<file path="src/rtl/tape_recorder_if.sv">
// Byte-write port from the tape recorder into the shared tape buffer.
interface tape_recorder_if;
    logic        wr_en;
    logic        wr;
    logic [24:0] wr_addr;
    logic [7:0]  wr_data;
    logic        wr_ack;

    modport master (input wr_en, input wr_ack, output wr, output wr_addr, output wr_data);
    modport slave  (output wr_en, output wr_ack, input wr, input wr_addr, input wr_data);
endinterface

</file>
<file path="src/rtl/tape_recorder.sv">
// CSW1 tape recorder: samples mic_in at RATE, run-length encodes edge
// intervals and streams header + RLE bytes into the tape buffer.
module tape_recorder #(
    parameter int unsigned CLOCK      = 3500000,
    parameter int unsigned RATE       = 44100,
    parameter logic [24:0] MAX_SIZE   = 25'h1FFFFFF,
    parameter int unsigned FIFO_DEPTH = 8
) (
    input  logic            clk_sys,
    input  logic            reset,
    input  logic            ce,
    input  logic            rec_en,
    input  logic            mic_in,
    tape_recorder_if.master wbus,
    output logic            busy,
    output logic            done,
    output logic [24:0]     rec_size,
    output logic            overflow,
    output logic            full
);
    localparam int AW = $clog2(FIFO_DEPTH);
    localparam logic [15:0]  RATE16 = 16'(RATE);
    localparam logic [175:0] MAGIC  = "Compressed Square Wave";

    typedef enum logic [2:0] {IDLE, WAITPOL, HDR, REC, FLUSH} state_t;
    state_t state, state_nxt;

    logic        rec_en_d, rise, fall, start, finish, active, tick, run_tick;
    logic [31:0] acc;
    logic [32:0] acc_sum;
    logic        pol, last;
    logic [31:0] run, pend_run;
    logic        pend_vld, final_req, stop_req;
    logic [2:0]  emit_idx;
    logic        emit_short, emit_push, hdr_push, push, latch_tick, latch_final;
    logic [7:0]  emit_byte, push_data;
    logic [5:0]  hdr_idx;
    logic [7:0]  mem [FIFO_DEPTH];
    logic [AW:0] wptr, rptr;
    logic        f_empty, f_full;
    logic        wr;
    logic [24:0] wr_addr;
    logic [7:0]  wr_data;

    assign wbus.wr      = wr;
    assign wbus.wr_addr = wr_addr;
    assign wbus.wr_data = wr_data;

    function automatic logic [7:0] hdr_byte(input logic [4:0] idx, input logic p);
        logic [7:0] b;
        b = 8'h00;
        if (idx < 5'd22) b = 8'(MAGIC >> (8 * (21 - int'(idx))));
        else begin
            case (idx)
                5'd22:               b = 8'h1A;
                5'd23, 5'd24, 5'd27: b = 8'h01;
                5'd25:               b = RATE16[7:0];
                5'd26:               b = RATE16[15:8];
                5'd28:               b = {7'b0, p};
                default:             b = 8'h00;
            endcase
        end
        return b;
    endfunction

    assign rise     = rec_en & ~rec_en_d;
    assign fall     = ~rec_en & rec_en_d;
    assign active   = (state == WAITPOL) || (state == HDR) || (state == REC);
    assign acc_sum  = {1'b0, acc} + 33'(RATE);
    assign tick     = active && ce && (acc_sum >= 33'(CLOCK));
    // Runs are counted from the first tick onward, header still in flight or not.
    assign run_tick = tick && ((state == HDR) || (state == REC));

    assign f_empty    = (wptr == rptr);
    assign f_full     = ((wptr - rptr) == (AW + 1)'(FIFO_DEPTH));
    assign hdr_push   = (state == HDR) && !hdr_idx[5] && !f_full && !full;
    assign emit_short = (pend_run[31:8] == 24'd0);
    assign emit_push  = pend_vld && hdr_idx[5] && !f_full && !full;
    assign push       = hdr_push || emit_push;
    assign push_data  = hdr_push ? hdr_byte(hdr_idx[4:0], pol) : emit_byte;
    assign latch_tick  = run_tick && (mic_in != last);
    assign latch_final = (state == FLUSH) && final_req && !pend_vld && !full;

    // Current byte of the pending run: short form or 0x00 + 32-bit little-endian.
    always_comb begin
        emit_byte = 8'h00;
        if (emit_short) emit_byte = pend_run[7:0];
        else begin
            case (emit_idx)
                3'd1:    emit_byte = pend_run[7:0];
                3'd2:    emit_byte = pend_run[15:8];
                3'd3:    emit_byte = pend_run[23:16];
                3'd4:    emit_byte = pend_run[31:24];
                default: emit_byte = 8'h00;
            endcase
        end
    end

    // State register.
    always_ff @(posedge clk_sys) begin
        if (reset) state <= IDLE;
        else       state <= state_nxt;
    end

    // Next-state logic; capacity exhaustion short-circuits straight to FLUSH.
    always_comb begin
        state_nxt = state;
        case (state)
            IDLE:    if (rise) state_nxt = WAITPOL;
            WAITPOL: if (fall) state_nxt = FLUSH;
                     else if (tick) state_nxt = HDR;
            HDR:     if (full) state_nxt = FLUSH;
                     else if (hdr_push && hdr_idx[4:0] == 5'd31)
                         state_nxt = (stop_req || fall) ? FLUSH : REC;
            REC:     if (full || fall) state_nxt = FLUSH;
            FLUSH:   if (finish) state_nxt = IDLE;
            default: state_nxt = IDLE;
        endcase
    end

    // FSM strobes: start of a recording and completion of the flush.
    always_comb begin
        start  = 1'b0;
        finish = 1'b0;
        if (state == IDLE && rise) start = 1'b1;
        if (state == FLUSH && !wr && (full || (f_empty && !pend_vld && !final_req)))
            finish = 1'b1;
    end

    // Edge detector on rec_en and the fractional sample-rate accumulator.
    always_ff @(posedge clk_sys) begin
        if (reset) begin
            rec_en_d <= 1'b0;
            acc      <= '0;
        end else begin
            rec_en_d <= rec_en;
            if (start) acc <= '0;
            else if (active && ce) acc <= tick ? 32'(acc_sum - 33'(CLOCK)) : acc_sum[31:0];
        end
    end

    // Run-length tracking of the sampled level.
    always_ff @(posedge clk_sys) begin
        if (reset || start) begin
            pol  <= 1'b0;
            last <= 1'b0;
            run  <= '0;
        end else if (state == WAITPOL && tick && !fall) begin
            pol  <= mic_in;
            last <= mic_in;
            run  <= 32'd1;
        end else if (run_tick) begin
            if (mic_in != last) begin
                run  <= 32'd1;
                last <= mic_in;
            end else if (run != '1) run <= run + 32'd1;
        end
    end

    // Header index and deferred stop request while the header is still queuing.
    always_ff @(posedge clk_sys) begin
        if (reset || start) begin
            hdr_idx  <= '0;
            stop_req <= 1'b0;
        end else begin
            if (hdr_push) hdr_idx <= hdr_idx + 6'd1;
            if (state == HDR && fall) stop_req <= 1'b1;
        end
    end

    // Pending-run register and emitter; a run arriving while occupied is lost.
    always_ff @(posedge clk_sys) begin
        if (reset || start) begin
            pend_run  <= '0;
            pend_vld  <= 1'b0;
            emit_idx  <= '0;
            final_req <= 1'b0;
            overflow  <= 1'b0;
        end else if (full) begin
            pend_vld  <= 1'b0;
            emit_idx  <= '0;
            final_req <= 1'b0;
        end else begin
            if (state == REC && fall) final_req <= 1'b1;
            if (emit_push) begin
                if (emit_short || emit_idx == 3'd4) begin
                    pend_vld <= 1'b0;
                    emit_idx <= '0;
                end else emit_idx <= emit_idx + 3'd1;
            end
            if (latch_tick) begin
                if (pend_vld) overflow <= 1'b1;
                else begin
                    pend_run <= run;
                    pend_vld <= 1'b1;
                end
            end else if (latch_final) begin
                pend_run  <= run;
                pend_vld  <= 1'b1;
                final_req <= 1'b0;
            end
        end
    end

    // FIFO storage (no reset needed; pointers define validity).
    always_ff @(posedge clk_sys) begin
        if (push && !f_full) mem[wptr[AW-1:0]] <= push_data;
    end

    // FIFO pointers and the request/acknowledge write port.
    always_ff @(posedge clk_sys) begin
        if (reset || start) begin
            wptr    <= '0;
            rptr    <= '0;
            wr      <= 1'b0;
            wr_addr <= '0;
            wr_data <= '0;
            full    <= 1'b0;
        end else begin
            if (push) wptr <= wptr + 1'b1;
            if (wr && wbus.wr_ack) begin
                wr      <= 1'b0;
                rptr    <= rptr + 1'b1;
                wr_addr <= wr_addr + 25'd1;
                if (wr_addr + 25'd1 == MAX_SIZE) begin
                    full <= 1'b1;
                    wptr <= '0;
                    rptr <= '0;
                end
            end else if (!wr && wbus.wr_en && !f_empty && !full) begin
                wr      <= 1'b1;
                wr_data <= mem[rptr[AW-1:0]];
            end
        end
    end

    // Status outputs visible to the host.
    always_ff @(posedge clk_sys) begin
        if (reset) begin
            busy     <= 1'b0;
            done     <= 1'b0;
            rec_size <= '0;
        end else begin
            done <= finish;
            if (start) begin
                busy     <= 1'b1;
                rec_size <= '0;
            end else if (finish) begin
                busy     <= 1'b0;
                rec_size <= wr_addr;
            end
        end
    end
endmodule

</file>
<file path="src/flat_wrapper.sv">
// flat-port wrapper written by rule: the top's interface ports become plain ports
module tape_recorder_flat 
#(
    parameter int unsigned CLOCK      = 3500000,
    parameter int unsigned RATE       = 44100,
    parameter logic [24:0] MAX_SIZE   = 25'h1FFFFFF,
    parameter int unsigned FIFO_DEPTH = 8
)
  (clk_sys, reset, ce, rec_en, mic_in, busy, done, rec_size, overflow, full, wbus_wr_en, wbus_wr_ack, wbus_wr, wbus_wr_addr, wbus_wr_data);
  tape_recorder_if wbus_i ();
  input  logic clk_sys;
  input  logic reset;
  input  logic ce;
  input  logic rec_en;
  input  logic mic_in;
  output logic busy;
  output logic done;
  output logic [24:0] rec_size;
  output logic overflow;
  output logic full;
  input wire logic [$bits(wbus_i.wr_en)-1:0] wbus_wr_en;
  input wire logic [$bits(wbus_i.wr_ack)-1:0] wbus_wr_ack;
  output wire logic [$bits(wbus_i.wr)-1:0] wbus_wr;
  output wire logic [$bits(wbus_i.wr_addr)-1:0] wbus_wr_addr;
  output wire logic [$bits(wbus_i.wr_data)-1:0] wbus_wr_data;
  assign wbus_i.wr_en = wbus_wr_en;
  assign wbus_i.wr_ack = wbus_wr_ack;
  assign wbus_wr = wbus_i.wr;
  assign wbus_wr_addr = wbus_i.wr_addr;
  assign wbus_wr_data = wbus_i.wr_data;
  tape_recorder #(.CLOCK(CLOCK), .RATE(RATE), .MAX_SIZE(MAX_SIZE), .FIFO_DEPTH(FIFO_DEPTH)) u_core (.clk_sys(clk_sys), .reset(reset), .ce(ce), .rec_en(rec_en), .mic_in(mic_in), .wbus(wbus_i), .busy(busy), .done(done), .rec_size(rec_size), .overflow(overflow), .full(full));
endmodule
</file>
<file path="config.mk">
export PLATFORM = sky130hd
export DESIGN_NAME = tape_recorder_flat
export DESIGN_NICKNAME = d
export VERILOG_FILES = /design/src/rtl/tape_recorder_if.sv /design/src/rtl/tape_recorder.sv /design/src/flat_wrapper.sv
export SDC_FILE = /design/constraint.sdc
export NUM_CORES = 1
export LEC_CHECK = 0
export BUFFER_PORTS_ARGS = -buffer_cell sky130_fd_sc_hd__buf_2
export CAP_MARGIN = 20
export CELL_PAD_IN_SITES_DETAIL_PLACEMENT = 0
export CELL_PAD_IN_SITES_GLOBAL_PLACEMENT = 2
export CORE_UTILIZATION = 40
export DETAILED_ROUTE_END_ITERATION = 8
export PLACE_DENSITY = 0.93
export SLEW_MARGIN = 20
export SYNTH_ARGS = -nofsm -noshare
export SYNTH_HDL_FRONTEND = slang
export SYNTH_SLANG_ARGS = --single-unit
</file>
<file path="constraint.sdc">
create_clock -name clk_sys -period 7.3 [get_ports clk_sys]
set_clock_uncertainty 0.15 [all_clocks]
set_input_delay 1.46 -clock clk_sys [delete_from_list [all_inputs] [get_ports clk_sys]]
set_output_delay 1.46 -clock clk_sys [all_outputs]
set_load 0.02 [all_outputs]
</file>
==> results.json <==
{
  "outcome": "finished, final reports clean",
  "start_kind": "flop",
  "insertion_delay_ns": 0.56,
  "wl_um": 33200,
  "synth_top_family_by_area": "simple AND/OR/NAND/NOR gates",
  "clockBufferDepth": 3,
  "dp_hpwl_um": 22400,
  "holdCritStartpoint": "u_core.rec_size[3]$_SDFFE_PP0P_",
  "avgSynthCellArea_sq_um": 8.74,
  "cp_common_cell": "o21ai_0",
  "synth-async-reset-ratio": 0,
  "r2r_start": "u_core.acc[2]$_SDFFE_PP0P_",
  "pwr-share-clk": 0.354,
  "synth-simple-area-share": 0.237,
  "setup_violations": 0,
  "powerDensity_nw_per_um2": 306,
  "post_drt_wl_per_cell_um": 16.5,
  "cts_tree": "done",
  "post-route-period-util": 0.672,
  "via_per_inst": 5.61,
  "area_growth_pct": 12.7,
  "leakage_nw": 5.09,
  "nNetsFinal": 1571,
  "arrival_ns": 5.24,
  "switchingPower_mw": 1.65,
  "crit_slowest_cell": "o21ai_0",
  "antenna_left": 0,
  "synth_compound_area_frac": 0.177,
  "max-vdd-ir-drop_mv": 0.231,
  "antenna_found_initial": 1,
  "yosysWarnings": 0,
  "slew_headroom": 0.321,
  "grt-ovfl-total": 0,
  "vias": 11300,
  "finalWorstSetupSlack_ns": 2.39,
  "hold_slack_ns": 0.300,
  "syn_area_sq_um": 13400,
  "die_area_sq_um": 34200,
  "cts.sinks": 247,
  "gp_congestion": 0.858,
  "grt_max_degree": 74,
  "final_area_sq_um": 15100,
  "synth_flop_cell": "dfxtp_1",
  "min_to": "u_core.rec_size[3]$_SDFFE_PP0P_",
  "hold_buffers": 0,
  "maxCapViolCount": 0,
  "synth.largest_area_cell": "dfxtp_1",
  "rr_worst_depth": 12,
  "end_kind": "flop",
  "dp_slack_ns": 2.51,
  "grt_first_pass_wirelength_um": 54500,
  "netlist_top_cells_area": "dfxtp_1 (27%), edfxtp_1 (14%), a21oi_1 (4.5%)",
  "clkSlewWorstSetupHoldPaths_ns": 0.06,
  "reg2reg_to": "u_core.pend_run[11]$_SDFFE_PP0P_",
  "initial_utilization": 0.409,
  "period_needed_ns": 4.91,
  "internal-power_mw": 2.96,
  "worst_ep_required_time_ns": 7.64,
  "yosys.area_share.adder": 0.0206,
  "die_h_um": 185,
  "p_seq_frac": 0.355,
  "final_hold_viol_count": 0,
  "worstMarginPinSlew_ns": 1.02,
  "critPathKind": "reg -> reg",
  "rows": 66,
  "final_core_util": 0.461,
  "yosysTopAreaCellShare": 0.274,
  "die_w_um": 185,
  "path_cells": "ha_1 -> a31oi_1 -> o21ai_0 -> a221oi_1 -> nor4b_4 -> o211ai_2 -> a2111oi_4 -> o21ai_4 -> a31oi_4 -> buf_4 -> o21ai_0 -> a21oi_1",
  "synth_xor_area_frac": 0.0570,
  "grt_use_total": 0.195,
  "drtPass1Iterations": 6,
  "cts_resized": 0,
  "synth_edf_count": 64,
  "synthesis.nets": 1559,
  "grt_pass1_vias": 10500,
  "hold_path_depth": 2,
  "max_clock_freq_mhz": 204,
  "switching_share": 0.358,
  "synth_cell_type_count": 99,
  "drive_gt1_frac": 0.125,
  "htree_levels": 1,
  "critPathMaxStageDelay_ns": 0.69,
  "hp-class": "reg -> reg",
  "synth_seq_cells": 247,
  "pin_count": 70,
  "placedInstanceArea_sq_um": 14000,
  "slew_viol_final": 0,
  "drtIter0Drc": 780,
  "cts_root_buf": "clkbuf_16",
  "seq_area_frac_synth": 0.418,
  "tns_ns": 0,
  "port_buffers": 69,
  "worstPathMaxFanout": 65,
  "fp.coreArea_sq_um": 32700,
  "synth_mux_area_frac": 0.0420,
  "r2r_slack_ns": 2.39,
  "drc_errors": 0,
  "combPwrFrac": 0.291,
  "synthCells": 1530,
  "postCtsSetupBuffers": 0,
  "rsz0062_at_grt": "false",
  "numCtsBuffers": 29
}
routing by layer:
metal  global-route usage  vias to the layer above  wire length, um
met4               0.0542                        0              734
met5                    0                        -                0
met1                0.276                     5377            16000
met3               0.0222                       50             1480
met2                0.311                      245            14900
li1                     -                     5584                -
critical path, delay by kind of cell, from the launching register on:
| family | cells | cell delay, ns |
|---|---|---|
| AO/OA/AOI/OAI | 9 | 2.99 |
| flip-flops | 1 | 0.50 |
| buffers and inverters | 1 | 0.45 |
| adder cells (fa/ha/maj) | 1 | 0.38 |
| AND/OR/NAND/NOR | 1 | 0.34 |
cell usage in the layout (no fill, tap or decap), types with 5 or more instances in the layout:
master and count:
inv_1 51, xor2_1 24, ha_1 22, or3b_1 8, o21ai_1 5, a211oi_1 18, o21a_1 7, nor4_1 19
o21ai_0 72, and4_1 7, buf_2 69, and3_1 25, nor2_1 151, clkbuf_16 29, or2_2 8, a21oi_1 120
a31oi_1 20, bufinv_16 8, nand4_1 35, mux4_2 16, o211ai_1 14, a222oi_1 8, nand2_1 158, mux2i_1 19
or4_1 5, nor2b_1 10, xnor2_1 63, and2_1 15, nand3_1 58, nor3b_1 7, a211o_1 6, dfxtp_1 183
a21o_1 8, nor3_1 44, or3_1 48, buf_4 16, edfxtp_1 64
cells in the mapped netlist, drive strengths merged (22+ instances only):
cell / instances
nor2: 151
and3: 25
o21ai: 79
edfxtp: 64
nor3: 47
nand3: 61
nand2: 158
xnor2: 63
nand4: 35
inv: 52
ha: 22
xor2: 24
clkbuf: 72
buf: 32
a21oi: 123
or3: 49
dfxtp: 183
layout make-up:
| cell class | instances | area [sq um] |
|---|---|---|
| multi-input combinational | 1127 | 7180 |
| clock buffer | 34 | 764 |
| inverter | 52 | 195 |
| antenna | 1 | 2.50 |
| sequential | 247 | 5590 |
| fill | 3258 | 17600 |
| tap | 442 | 553 |
| clock inverter | 19 | 322 |
| timing repair buffer | 85 | 465 |
registers in the layout (all words and copies together), names as in the netlist, 3 cells and up:
register / flops
u_core.run: 32
u_core.emit_idx: 3
u_core.wbus.wr_data: 8
u_core.state: 3
u_core.wbus.wr_addr: 25
u_core.pend_run: 32
u_core.wptr: 4
u_core.hdr_idx: 6
u_core.acc: 30
u_core.rptr: 4
u_core.mem: 64
u_core.rec_size: 25
worst max path at each step:
stage	endpoint	start	slack [ns]
after floorplan	u_core.mem[6][0]$_DFFE_PP_	u_core.rptr[1]$_SDFFE_PP0P_	3.13
after global placement	u_core.pend_run[17]$_SDFFE_PP0P_	u_core.acc[2]$_SDFFE_PP0P_	2.62
after detailed placement	u_core.pend_run[31]$_SDFFE_PP0P_	u_core.acc[2]$_SDFFE_PP0P_	2.51
after CTS	u_core.pend_run[25]$_SDFFE_PP0P_	u_core.acc[2]$_SDFFE_PP0P_	2.48
after global routing	u_core.pend_run[0]$_SDFFE_PP0P_	u_core.acc[2]$_SDFFE_PP0P_	2.13
final	u_core.pend_run[11]$_SDFFE_PP0P_	u_core.acc[2]$_SDFFE_PP0P_	2.39
through the flow:
stage	instances	power, mW
6_report	2007	4.61
5_1_grt	2007	4.82
4_1_cts	2006	4.63
3_5_place_dp	1953	2.98
3_3_place_gp	1953	2.98
2_1_floorplan	1530	2.68
cells by family (layout without fill, tap and decap cells):
| kind of cell | Yosys count | count (layout) |
|---|---|---|
| multiplexers | 36 | 36 |
| XOR/XNOR | 87 | 87 |
| adder cells (fa/ha/maj) | 22 | 22 |
| AO/OA/AOI/OAI | 354 | 354 |
| other | 0 | 1 |
| buffers and inverters | 156 | 190 |
| AND/OR/NAND/NOR | 628 | 628 |
| flip-flops | 247 | 247 |
power groups by stage:
stage	clock network (mW)	registers (mW)	logic, mW
2_1_floorplan	0	1.58	1.10
5_1_grt	1.72	1.65	1.45
6_report	1.63	1.63	1.34
3_5_place_dp	0	1.66	1.32
4_1_cts	1.67	1.63	1.33
3_3_place_gp	0	1.66	1.32
Note: power is estimated with default switching activity, not from simulation.
